===== src/rtl/boundary_padder.sv =====
// boundary_padder: wraps a WIDTH x HEIGHT raster frame with a border of
// B=(KERNEL_SIZE-1)/2 pixels on every side, emitting (WIDTH+2B)x(HEIGHT+2B)
// pixels through a registered valid/ready output stage.
// Optional feature macro PAD_REPLICATE_EN: pad pixels replicate the nearest
// active pixel via a single-row buffer; undefined -> pad pixels = PAD_VALUE.
module boundary_padder #(
  parameter int unsigned       WIDTH       = 320,
  parameter int unsigned       HEIGHT      = 240,
  parameter int unsigned       KERNEL_SIZE = 3,
  parameter int unsigned       DATA_W      = 24,
  parameter logic [DATA_W-1:0] PAD_VALUE   = '0
) (
  input  logic              clk,
  input  logic              reset,
  input  logic              newFrame,
  input  logic              iValid,
  output logic              iReady,
  input  logic [DATA_W-1:0] iData,
  output logic              oValid,
  input  logic              oReady,
  output logic [DATA_W-1:0] oData,
  output logic              oEol,
  output logic              oDone
);

  localparam int unsigned B  = (KERNEL_SIZE - 1) / 2;
  localparam int unsigned PW = WIDTH + 2 * B;
  localparam int unsigned PH = HEIGHT + 2 * B;
  localparam int unsigned XW = $clog2(PW);
  localparam int unsigned YW = $clog2(PH);

  localparam logic [2:0] IDLE   = 3'd0;
`ifdef PAD_REPLICATE_EN
  localparam logic [2:0] FILL   = 3'd1;
`endif
  localparam logic [2:0] TOP    = 3'd2;
  localparam logic [2:0] ROW    = 3'd3;
  localparam logic [2:0] BOTTOM = 3'd4;
  localparam logic [2:0] DONE   = 3'd5;

  logic [2:0]        state;
  logic [XW-1:0]     px;
  logic [YW-1:0]     py;
  logic              finalLoaded;
  logic              regFree;
  logic              running;
  logic              pxGeLeft;
  logic              pxLtRight;
  logic              interior;
  logic              pxLast;
  logic              pyLast;
  logic [YW-1:0]     pyNext;
  logic              consume;
  logic              waitValid;
  logic              load;
  logic [DATA_W-1:0] loadPix;

  assign regFree   = !oValid || oReady;
  assign running   = ((state == TOP) || (state == ROW) || (state == BOTTOM)) && !finalLoaded;
  assign pxGeLeft  = (px >= XW'(B));
  assign pxLtRight = (px < XW'(WIDTH + B));
  assign interior  = (state == ROW) && pxGeLeft && pxLtRight;
  assign pxLast    = (px == XW'(PW - 1));
  assign pyLast    = (py == YW'(PH - 1));
  assign pyNext    = py + YW'(1);
  assign oDone     = (state == DONE);

`ifdef PAD_REPLICATE_EN
  localparam int unsigned CW = (WIDTH > 1) ? $clog2(WIDTH) : 1;

  logic [DATA_W-1:0] rowBuf [WIDTH];
  logic [CW-1:0]     col;
  logic              row0;
  logic              leftPeek;

  assign row0 = (py == YW'(B));

  // Buffer column: fill counter during FILL, otherwise px clamped to the active area
  always_comb begin
    if (state == FILL)   col = CW'(px);
    else if (!pxGeLeft)  col = '0;
    else if (!pxLtRight) col = CW'(WIDTH - 1);
    else                 col = CW'(px - XW'(B));
  end

  // Row 0 is replayed from the buffer; left pad of later rows peeks at the
  // not-yet-consumed column-0 input since the buffer still holds the row above.
  always_comb begin
    consume   = running && interior && !row0;
    leftPeek  = running && (state == ROW) && !row0 && !pxGeLeft;
    waitValid = consume || leftPeek;
    loadPix   = (consume || leftPeek) ? iData : rowBuf[col];
    load      = running && regFree && (!waitValid || iValid);
    iReady    = (consume && regFree) || (state == FILL);
  end

  // Each accepted pixel overwrites its column so the buffer trails the input by one row
  always_ff @(posedge clk) begin
    if (iValid && iReady) rowBuf[col] <= iData;
  end
`else
  // Interior positions take input; pad positions load the constant without consuming
  always_comb begin
    consume   = running && interior;
    waitValid = consume;
    loadPix   = consume ? iData : PAD_VALUE;
    load      = running && regFree && (!waitValid || iValid);
    iReady    = consume && regFree;
  end
`endif

  // Output register: load a new pixel when free, otherwise hold until accepted
  always_ff @(posedge clk or negedge reset) begin
    if (!reset) begin
      oValid <= 1'b0;
      oData  <= '0;
      oEol   <= 1'b0;
    end else if (load) begin
      oValid <= 1'b1;
      oData  <= loadPix;
      oEol   <= pxLast;
    end else if (oReady) begin
      oValid <= 1'b0;
    end
  end

  // Frame sequencing and padded-coordinate tracking
  always_ff @(posedge clk or negedge reset) begin
    if (!reset) begin
      state       <= IDLE;
      px          <= '0;
      py          <= '0;
      finalLoaded <= 1'b0;
    end else begin
      case (state)
        IDLE: begin
          if (newFrame) begin
`ifdef PAD_REPLICATE_EN
            state <= FILL;
`else
            state <= TOP;
`endif
            px          <= '0;
            py          <= '0;
            finalLoaded <= 1'b0;
          end
        end
`ifdef PAD_REPLICATE_EN
        FILL: begin
          if (iValid) begin
            if (px == XW'(WIDTH - 1)) begin
              px    <= '0;
              state <= TOP;
            end else begin
              px <= px + XW'(1);
            end
          end
        end
`endif
        TOP, ROW, BOTTOM: begin
          if (load) begin
            if (pxLast) begin
              px <= '0;
              if (pyLast) begin
                py          <= '0;
                finalLoaded <= 1'b1;
              end else begin
                py <= pyNext;
                if (pyNext == YW'(B))          state <= ROW;
                if (pyNext == YW'(HEIGHT + B)) state <= BOTTOM;
              end
            end else begin
              px <= px + XW'(1);
            end
          end else if (finalLoaded && oValid && oReady) begin
            finalLoaded <= 1'b0;
            state       <= DONE;
          end
        end
        DONE:    state <= IDLE;
        default: state <= IDLE;
      endcase
    end
  end

endmodule


===== config.mk =====
export PLATFORM = sky130hd
export DESIGN_NAME = boundary_padder
export DESIGN_NICKNAME = d
export VERILOG_FILES = /design/src/rtl/boundary_padder.sv
export SDC_FILE = /design/constraint.sdc
export NUM_CORES = 1
export LEC_CHECK = 0
export ABC_AREA = 1
export ABC_CLOCK_PERIOD_IN_PS = 3700
export CAP_MARGIN = 0
export CORE_MARGIN = 2
export CORE_UTILIZATION = 50
export DETAILED_ROUTE_END_ITERATION = 8
export GPL_ROUTABILITY_DRIVEN = 0
export PLACE_DENSITY = 0.8
export SLEW_MARGIN = 20
export SYNTH_ARGS = -nofsm -noshare
export SYNTH_HDL_FRONTEND = slang
export SYNTH_SLANG_ARGS = --single-unit

===== constraint.sdc =====
create_clock -name clk -period 3.7 [get_ports clk]
set_input_delay 0.74 -clock clk [delete_from_list [all_inputs] [get_ports clk]]
set_output_delay 0.74 -clock clk [all_outputs]
set_load 0.005 [all_outputs]

==> results.toml, run 1 <==
[yosys]
synth-edff-count = 0
yosysUniqueCellTypes = 32
ys_seq_elements = 47
synth_ff_type = "dfrtp_1"
synth_area_um2 = 2621
avgSynthCellArea_um2 = 7.511
syn_nets = 383
yosysSeqAreaShare = 0.4487
async_flop_share = 1.000
synthesis.instances = 349
ys.warnings.count = 0

[clocking]
cts.sinks = 47
ctsHoldBuffers = 0
cts_resized = 0
numCtsBuffers = 5
insertion_delay_ps = 300
cts_tree = "done"
h-tree-depth = 2
cts_setup_buffers = 0
cts_buffer_depth = 2
clk_pin_slew_ps = 80
root_buffer = "clkbuf_8"

[setup_path]
cpLargestDelayFamily = "buffers and inverters"
critPathBufInv = 2
path_cells = "inv_1 -> ha_1 -> nand3_1 -> nand2_1 -> nor2_1 -> nor2_2 -> nand2_1 -> nor2_1 -> clkdlybuf4s50_1"
slowest_delay_ps = 530
path_class = "reg -> out"
cp_max_fo = 3
cp.required_ps = 2960
slowest_stage = "clkdlybuf4s50_1"
cp-end-kind = "output pin"
crit_path_start_kind = "register"
worstPathArrival_ps = 2120

[sta]
setup_viol = 0
hold_viol = 0
post-route-min-period_ps = 2855
fin_hold_ws_ps = 443.1
slew_viol_final = 0
finClkSkew_ps = 5.081
max_slew_margin = 0.5818
fin_setup_tns_ps = 0
fmax_mhz = 350.2
post-route-period-util = 0.7717
worst_slew_pin_slew_ps = 621.6
rsz0062_at_grt = "false"

[floorplanning]
initial_core_util = 0.5165
rows = 26
die_h_um = 76.41
die_w_um = 76.41
die_area_um2 = 5838
ioPinCount = 57
core_area_um2 = 5075

[power_and_ir_drop]
p_int_uw = 1077
switchingPower_uw = 859.5
pwr-share-seq = 0.345
comb_power_share = 0.494
peakVddDrop_v = 0.0004324
p_leak_uw = 0.001520
pwr-share-clk = 0.160
power_density_nw_per_um2 = 586.1
switching_share = 0.4438

[run_status]
status = "complete, no violations"

[placement]
portBuffers = 56
hpwlAfterDp_um = 4146

[layout]
drive_gt1_frac = 0.08168
nets = 438
antennaDiodeCount = 0
syn_to_final_growth_pct = 26.06
fillerInstances = 464

[routing]
wl_um = 5784
vias = 2380
drc = 0
wl_per_cell_um = 12.20
firstDrtPassIters = 4
drtAntennaViolNets = 0
via_per_inst = 5.021
drt_iter0_drc = 151

[global_routing]
antenna_found_initial = 0
grt_use_total = 0.2082
grt_first_pass_wirelength_um = 9991
grt_pass1_vias = 2156
grt_max_degree = 54
overflow = 0

[hold_path]
hp-class = "in -> async"

[flow_run]
drv_cap = 0
metrics by stage:
stage	total power, uW	std cells	setup WS, ps	util	instance area (um2)
floorplan	1390	349	1803	-	2621
global placement	1618	467	1002	0.6334	3214
detailed placement	1635	467	997.2	0.6334	3214
CTS	1950	474	841.0	0.6506	3302
global route	2102	474	714.2	0.6511	3304
finish	1937	474	844.9	0.6511	3304
cell usage in the layout (no fill, tap or decap), types with 5 or more instances in the layout:
master / instances
nand3_1: 21
nand4_1: 9
nor3_1: 5
dfrtp_1: 47
inv_1: 34
o21ai_0: 24
clkdlybuf4s50_1: 55
o21ai_1: 7
ha_1: 5
nand2_1: 124
nor2_1: 28
clkbuf_8: 6
registers in the layout, summed over array words and instances, names as in the netlist:
name,flops
finalLoaded,1
oData,24
oEol,1
oValid,1
px,9
py,8
state,3
cell usage after synthesis, types with 4 or more instances:
| master | n | area share |
|---|---|---|
| nor2_1 | 28 | 0.040 |
| nand3_1 | 21 | 0.040 |
| nor3_1 | 5 | 0.0095 |
| o21ai_0 | 24 | 0.046 |
| nand2_1 | 124 | 0.18 |
| nand3b_1 | 4 | 0.011 |
| inv_2 | 4 | 0.0057 |
| inv_1 | 34 | 0.049 |
| o21ai_1 | 7 | 0.013 |
| dfrtp_1 | 47 | 0.45 |
| ha_1 | 5 | 0.024 |
| nand4_1 | 9 | 0.021 |
cell families after synthesis:
| logic type | after synthesis | synth area share |
|---|---|---|
| DFF | 47 | 0.4487 |
| adders and majority gates | 5 | 0.02387 |
| AOI/OAI and AO/OA | 40 | 0.08831 |
| and+or+nand+nor | 207 | 0.3542 |
| buffers and inverters | 48 | 0.07827 |
| xor gates and xnor gates | 2 | 0.006684 |
layout make-up:
cell class | instances | area [um2] | share of cell area
flip-flops and latches | 47 | 1176 | 0.3559
well taps | 70 | 87.58 | 0.02651
inverters | 40 | 155.1 | 0.04695
repair buffers | 56 | 558.0 | 0.1689
clock inverters | 1 | 5.005 | 0.001515
clock buffers | 6 | 82.58 | 0.02499
multi-input cells | 254 | 1240 | 0.3752
path summary, 6_finish.rpt:
path	start	endpoint	slack [ps]	cells after the start
worst max-delay path	px[1]	iReady	840	9
worst min-delay path	reset	oData[3]	440	1
max in group asynchronous	reset	oEol	2870	1
min in group clk	oEol	oEol	480	2
worst min register to register	oEol	oEol	480	2
worst max register to register	px[1]	py[7]	1400	14
power by group through the flow:
stage          clock network, uW  registers (uW)  logic [uW]
2_1_floorplan                  0             670         720
3_3_place_gp                   0             673         945
3_5_place_dp                   0             677         958
4_1_cts                      321             667         962
5_1_grt                      341             680        1080
6_report                     311             669         957
worst reg2reg max path, cell delays in order, from the launching register on:
cell	delay [ps]
dfrtp_1	380
inv_1	90
ha_1	210
nand3_1	110
nand2_1	60
nor2_1	160
nor2_2	80
nand3_4	90
nand2_4	270
nand2_2	180
nand2_4	120
nor2_4	240
inv_4	100
nand2_1	80
nand2_1	50
layer usage:
layer	vias up	GRT usage	wire length [um]
met5	-	0	0
met4	0	0.06000	64
met3	6	0.04858	330
met2	66	0.3398	2611
met1	1091	0.2777	2777
li1	1217	-	-
Power figures use the tool's default switching activity.
==> run 2: changes to the inputs <==
ABC_CLOCK_PERIOD_IN_PS = 2500   (was 3700)
CORE_UTILIZATION = 46   (was 50)
PLACE_DENSITY = 0.77   (was 0.8)
clock period = 2.5 ns   (was 3.7 ns; I/O delays follow)
==> run 2 against run 1 <==
Sequential power increased by 47%. Flip-flop and latch count unchanged. Power increased by 57%. Register-to-register slack got worse by 1000 ps. Setup slack got worse by 630 ps. Utilization decreased by 4.0 points. Non-clock buffer count increased by 3. Global-route usage decreased by 0.15 points. Clock power increased by 83%. Critical path depth decreased by 1. Worst hold slack got worse by 280 ps. Critical endpoint unchanged.
==> results.toml, run 2 (synthesized netlist as in run 1, its figures left out) <==
[setup_path]
worstPathArrival_ps = 1790
path_class = "reg -> out"
path_common_cell = "nand2_1"
cp.required_ps = 2000
cp_max_fo = 8
path_cells = "nor2_2 -> nand2_1 -> nand2_4 -> nand2_2 -> nor2_4 -> nand2_1 -> nor2_1 -> dlygate4sd2_1"
cpLargestDelayFamily = "simple AND/OR/NAND/NOR gates"
slowest_delay_ps = 420
reg2reg_depth = 15
timing.rr.start = "px[5]"
r2r_slack_ps = 370
crit_path_start_kind = "register"
critPathBufInv = 1
slowest_stage = "dfrtp_1"
cp-end-kind = "output pin"
r2r_end = "py[5]"

[sta]
fmax_mhz = 437.5
post-route-min-period_ps = 2286
hold_viol = 0
finClkSkew_ps = 6.293
max_slew_margin = 0.6379
post-route-period-util = 0.9144
setup_viol = 0
fin_setup_tns_ps = 0
slew_viol_final = 0
worst_slew_pin_slew_ps = 543.1
rsz0062_at_grt = "false"

[run_status]
status = "complete, no violations"

[layout]
layout_common_cells = "nand2_1 (124), clkdlybuf4s50_1 (54), dfrtp_1 (47)"
largest_register = "oData"
final_util = 0.6112
reg.largest.list = "oData (24), px (9), py (8)"
antennaDiodeCount = 0
syn_to_final_growth_pct = 28.40
regArea_um2 = 1176
fin_cells = 480
fillerInstances = 499
nets = 441
final_common_cell = "nand2_1"
drive_gt1_frac = 0.09069
multi_input_area_um2 = 1240
largest_reg_flops = 24

[routing]
wl_per_cell_um = 12.80
via_per_inst = 5.033
firstDrtPassIters = 5
wl_met3_um = 434
wl_um = 6142
met2_length_um = 2735
vias = 2416
drt_iter0_drc = 102
drc = 0
dr.max_layer_used = "met4"
wl_met1_um = 2849
drtAntennaViolNets = 0

[global_routing]
grt_first_pass_wirelength_um = 10380
grt_max_degree = 51
grt_use_total = 0.2067
grt_pass1_vias = 2369
overflow = 0
antenna_found_initial = 0

[clocking]
root_buffer = "clkbuf_8"
insertion_delay_ps = 300
cts_tree = "done"
clk_pin_slew_ps = 90
cts_buffer_depth = 2
cts.sinks = 47
numCtsBuffers = 5
ctsHoldBuffers = 0
h-tree-depth = 2

[floorplanning]
initial_core_util = 0.4760
die_w_um = 79.49
die_area_um2 = 6318
ioPinCount = 57
die_h_um = 79.49
core_area_um2 = 5507
rows = 27

[power_and_ir_drop]
total_power_uw = 3034
peakVddDrop_v = 0.0006978
p_leak_uw = 0.001552
power_density_nw_per_um2 = 901.3

[placement]
dp_cells = 471
hpwlAfterDp_um = 4422
portBuffers = 56

[hold_path]
hp-class = "in -> async"

[flow_run]
drv_cap = 0
## run 2: cell type report
type,count,area share
sequential,47,0.3494
timing repair buffer,59,0.1751
inverter,40,0.04610
tap,72,0.02677
clock buffer,5,0.02045
clock inverter,3,0.01375
multi-input combinational,254,0.3684
## run 2: timing repair
| action | in CTS | in global routing |
|---|---|---|
| buffers inserted | 1 | 0 |
| endpoints found under the setup margin | 1 | 0 |
| hold endpoints to repair | 0 | 0 |
| gates resized for setup | 1 | 0 |
## run 2: worst max-delay path by stage
stage	cells after the start	end	start
2_1_floorplan	14	px[5]	px[1]
6_report	8	iReady	state[0]
5_1_grt	9	iReady	px[1]
3_5_place_dp	4	iReady	oReady
3_3_place_gp	4	iReady	oReady
4_1_cts	9	iReady	px[1]
## run 2: power by group
| group | switching, uW | total [uW] | internal, uW | leakage, uW |
|---|---|---|---|---|
| clock network | 268 | 570 | 301 | 0.0000548 |
| logic | 971 | 1480 | 509 | 0.000854 |
| registers | 95.6 | 984 | 889 | 0.000644 |
| total | 1330 | 3030 | 1700 | 0.00155 |
## run 2: per-layer routing
| metal | vias up | GRT usage |
|---|---|---|
| met5 | - | 0 |
| met4 | 0 | 0.08966 |
| met3 | 13 | 0.03507 |
| met2 | 93 | 0.3378 |
| met1 | 1084 | 0.2697 |
| li1 | 1226 | - |
## run 2: worst register-to-register path, cell delays in order (launching register included)
cell	delay [ps]
dfrtp_1	420
inv_1	170
nand2_1	100
nor2_1	120
nand2_1	60
nor2_1	140
nor2_2	70
buf_4	140
nand3_4	80
nand2_4	70
nand2_2	70
nand2_4	110
nor2_4	250
inv_4	100
nand2_1	80
nand2_1	50
## run 2: through the flow
| step | setup slack, ps | hold WS (ps) | cell area (um2) |
|---|---|---|---|
| after floorplan | 811.5 | 204.4 | 2621 |
| after detailed placement | 225.5 | 470.7 | 3244 |
| after global routing | 63.24 | 196.9 | 3366 |
| after global placement | 276.9 | 455.9 | 3244 |
| final | 214.1 | 165.6 | 3366 |
| after CTS | 213.6 | 174.8 | 3366 |
==> run 3: changes to the inputs <==
SLEW_MARGIN = 30   (was 20)
==> results of run 3 <==
The final DEF is identical to that of run 2; final timing and power are the same.
==> patch: new RTL, flow settings as in run 1 <==
`DATA_W`: 24 -> 36.
--- a/src/rtl/boundary_padder.sv
+++ b/src/rtl/boundary_padder.sv
@@ -7,7 +7,7 @@
   parameter int unsigned       WIDTH       = 320,
   parameter int unsigned       HEIGHT      = 240,
   parameter int unsigned       KERNEL_SIZE = 3,
-  parameter int unsigned       DATA_W      = 24,
+  parameter int unsigned       DATA_W      = 36,
   parameter logic [DATA_W-1:0] PAD_VALUE   = '0
 ) (
   input  logic              clk,
Interface: changed (resized iData and oData); port bits go from 57 to 81. The function was not compared with the original's and may differ.
==> patch against run 1 <==
Power up 37%. Largest power group unchanged. Sequential cell count up 12. Worst setup slack worse by 89 ps. Hold slack better by 38 ps. Area after synthesis rose by 19%. Wire length increased by 28%. Non-clock buffer count is 26 higher. Global-route usage up 2.5 points. Final area increased by 26%.
==> patch: results (changes against run 1) <==
stage	metric	value	unit	change
place	HPWL after detailed placement	5283	um	+27%
finish	bufs w/o clock	82		+46%
critical_path	worst reg2reg setup slack	1310	ps	-90 ps
grt	met1 Usage GRT	30.06	%	+2.3 points
finish	multi-input gates	294		+16%
place	Port Buffers	80		+43%
sta	Worst Hold Margin	481.4	ps	+38.30 ps
grt	GRT Overall Usage	23.27	%	+2.5 points
finish	Largest regs	oData x36, px x9, py x8		
critical_path	Crit Path Max Fanout	5		+2
drt	WL met3	337	um	+2.1%
sta	clk_skew	10.14	ps	+5.058 ps
critical_path	Arr. time, crit path	2200	ps	+80 ps
sta	Relative slew margins	46.53	%	-12 points
synthesis	syn_nets	453		+18%
grt	Global Route met3 Usage	6.660	%	+1.8 points
finish	Fillers	507		+9.3%
clock_tree	worst skew pair latency	340	ps	+40 ps
drt	drt first-iter violations	169		+12%
critical_path	worst reg2reg endpoint	px[1]$_DFFE_PN0P_		
synthesis	Synth area leaders	dfrtp_1 (47%), nand2_1 (18%), o21ai_1 (4.5%), inv_1 (4.1%), nand3_1 (3.8%)		
finish	clock buffer count	11		+5
finish	nets	532		+21%
pwr	peak supply drop	0.0006724	V	+55%
grt	largest net degree at the start of global routing	77		+43%
critical_path	slowest stage delay, CP	510	ps	-20 ps
finish	Data buffer area share	19.45	%	+2.6 points
grt	met2 Usage GRT	37.02	%	+3.0 points
outcome	status	finished, final reports clean		
finish	Layout clock area frac	5.674	%	+3.0 points
drt	total number of vias	2841		+19%
[patch: metrics by stage]
step	area, sq um	power [mW]	worst slack, ps	std cells	util (%)
floorplan	3120	1.705	1739	407	-
global placement	3931	1.947	1031	550	65.62
detailed placement	3931	1.979	1022	550	65.62
CTS	4168	2.680	742.8	566	69.57
global route	4168	2.867	577.1	566	69.57
finish	4168	2.660	756.3	566	69.57
[patch: power by group]
group | internal [mW] | switching (mW) | leakage, nW
logic | 0.391 | 0.736 | 0.952
registers | 0.752 | 0.0983 | 0.811
clock network | 0.418 | 0.265 | 0.116
[patch: kinds of logic (layout without fill, tap and decap cells)]
logic type | after synthesis | in the layout | synth area share (%)
flops | 59 | 59 | 47.31
buf+inv | 54 | 138 | 7.899
fa+ha+maj | 5 | 5 | 2.005
compound gates | 54 | 54 | 9.743
simple gates | 233 | 233 | 32.48
xor+xnor | 2 | 2 | 0.5614
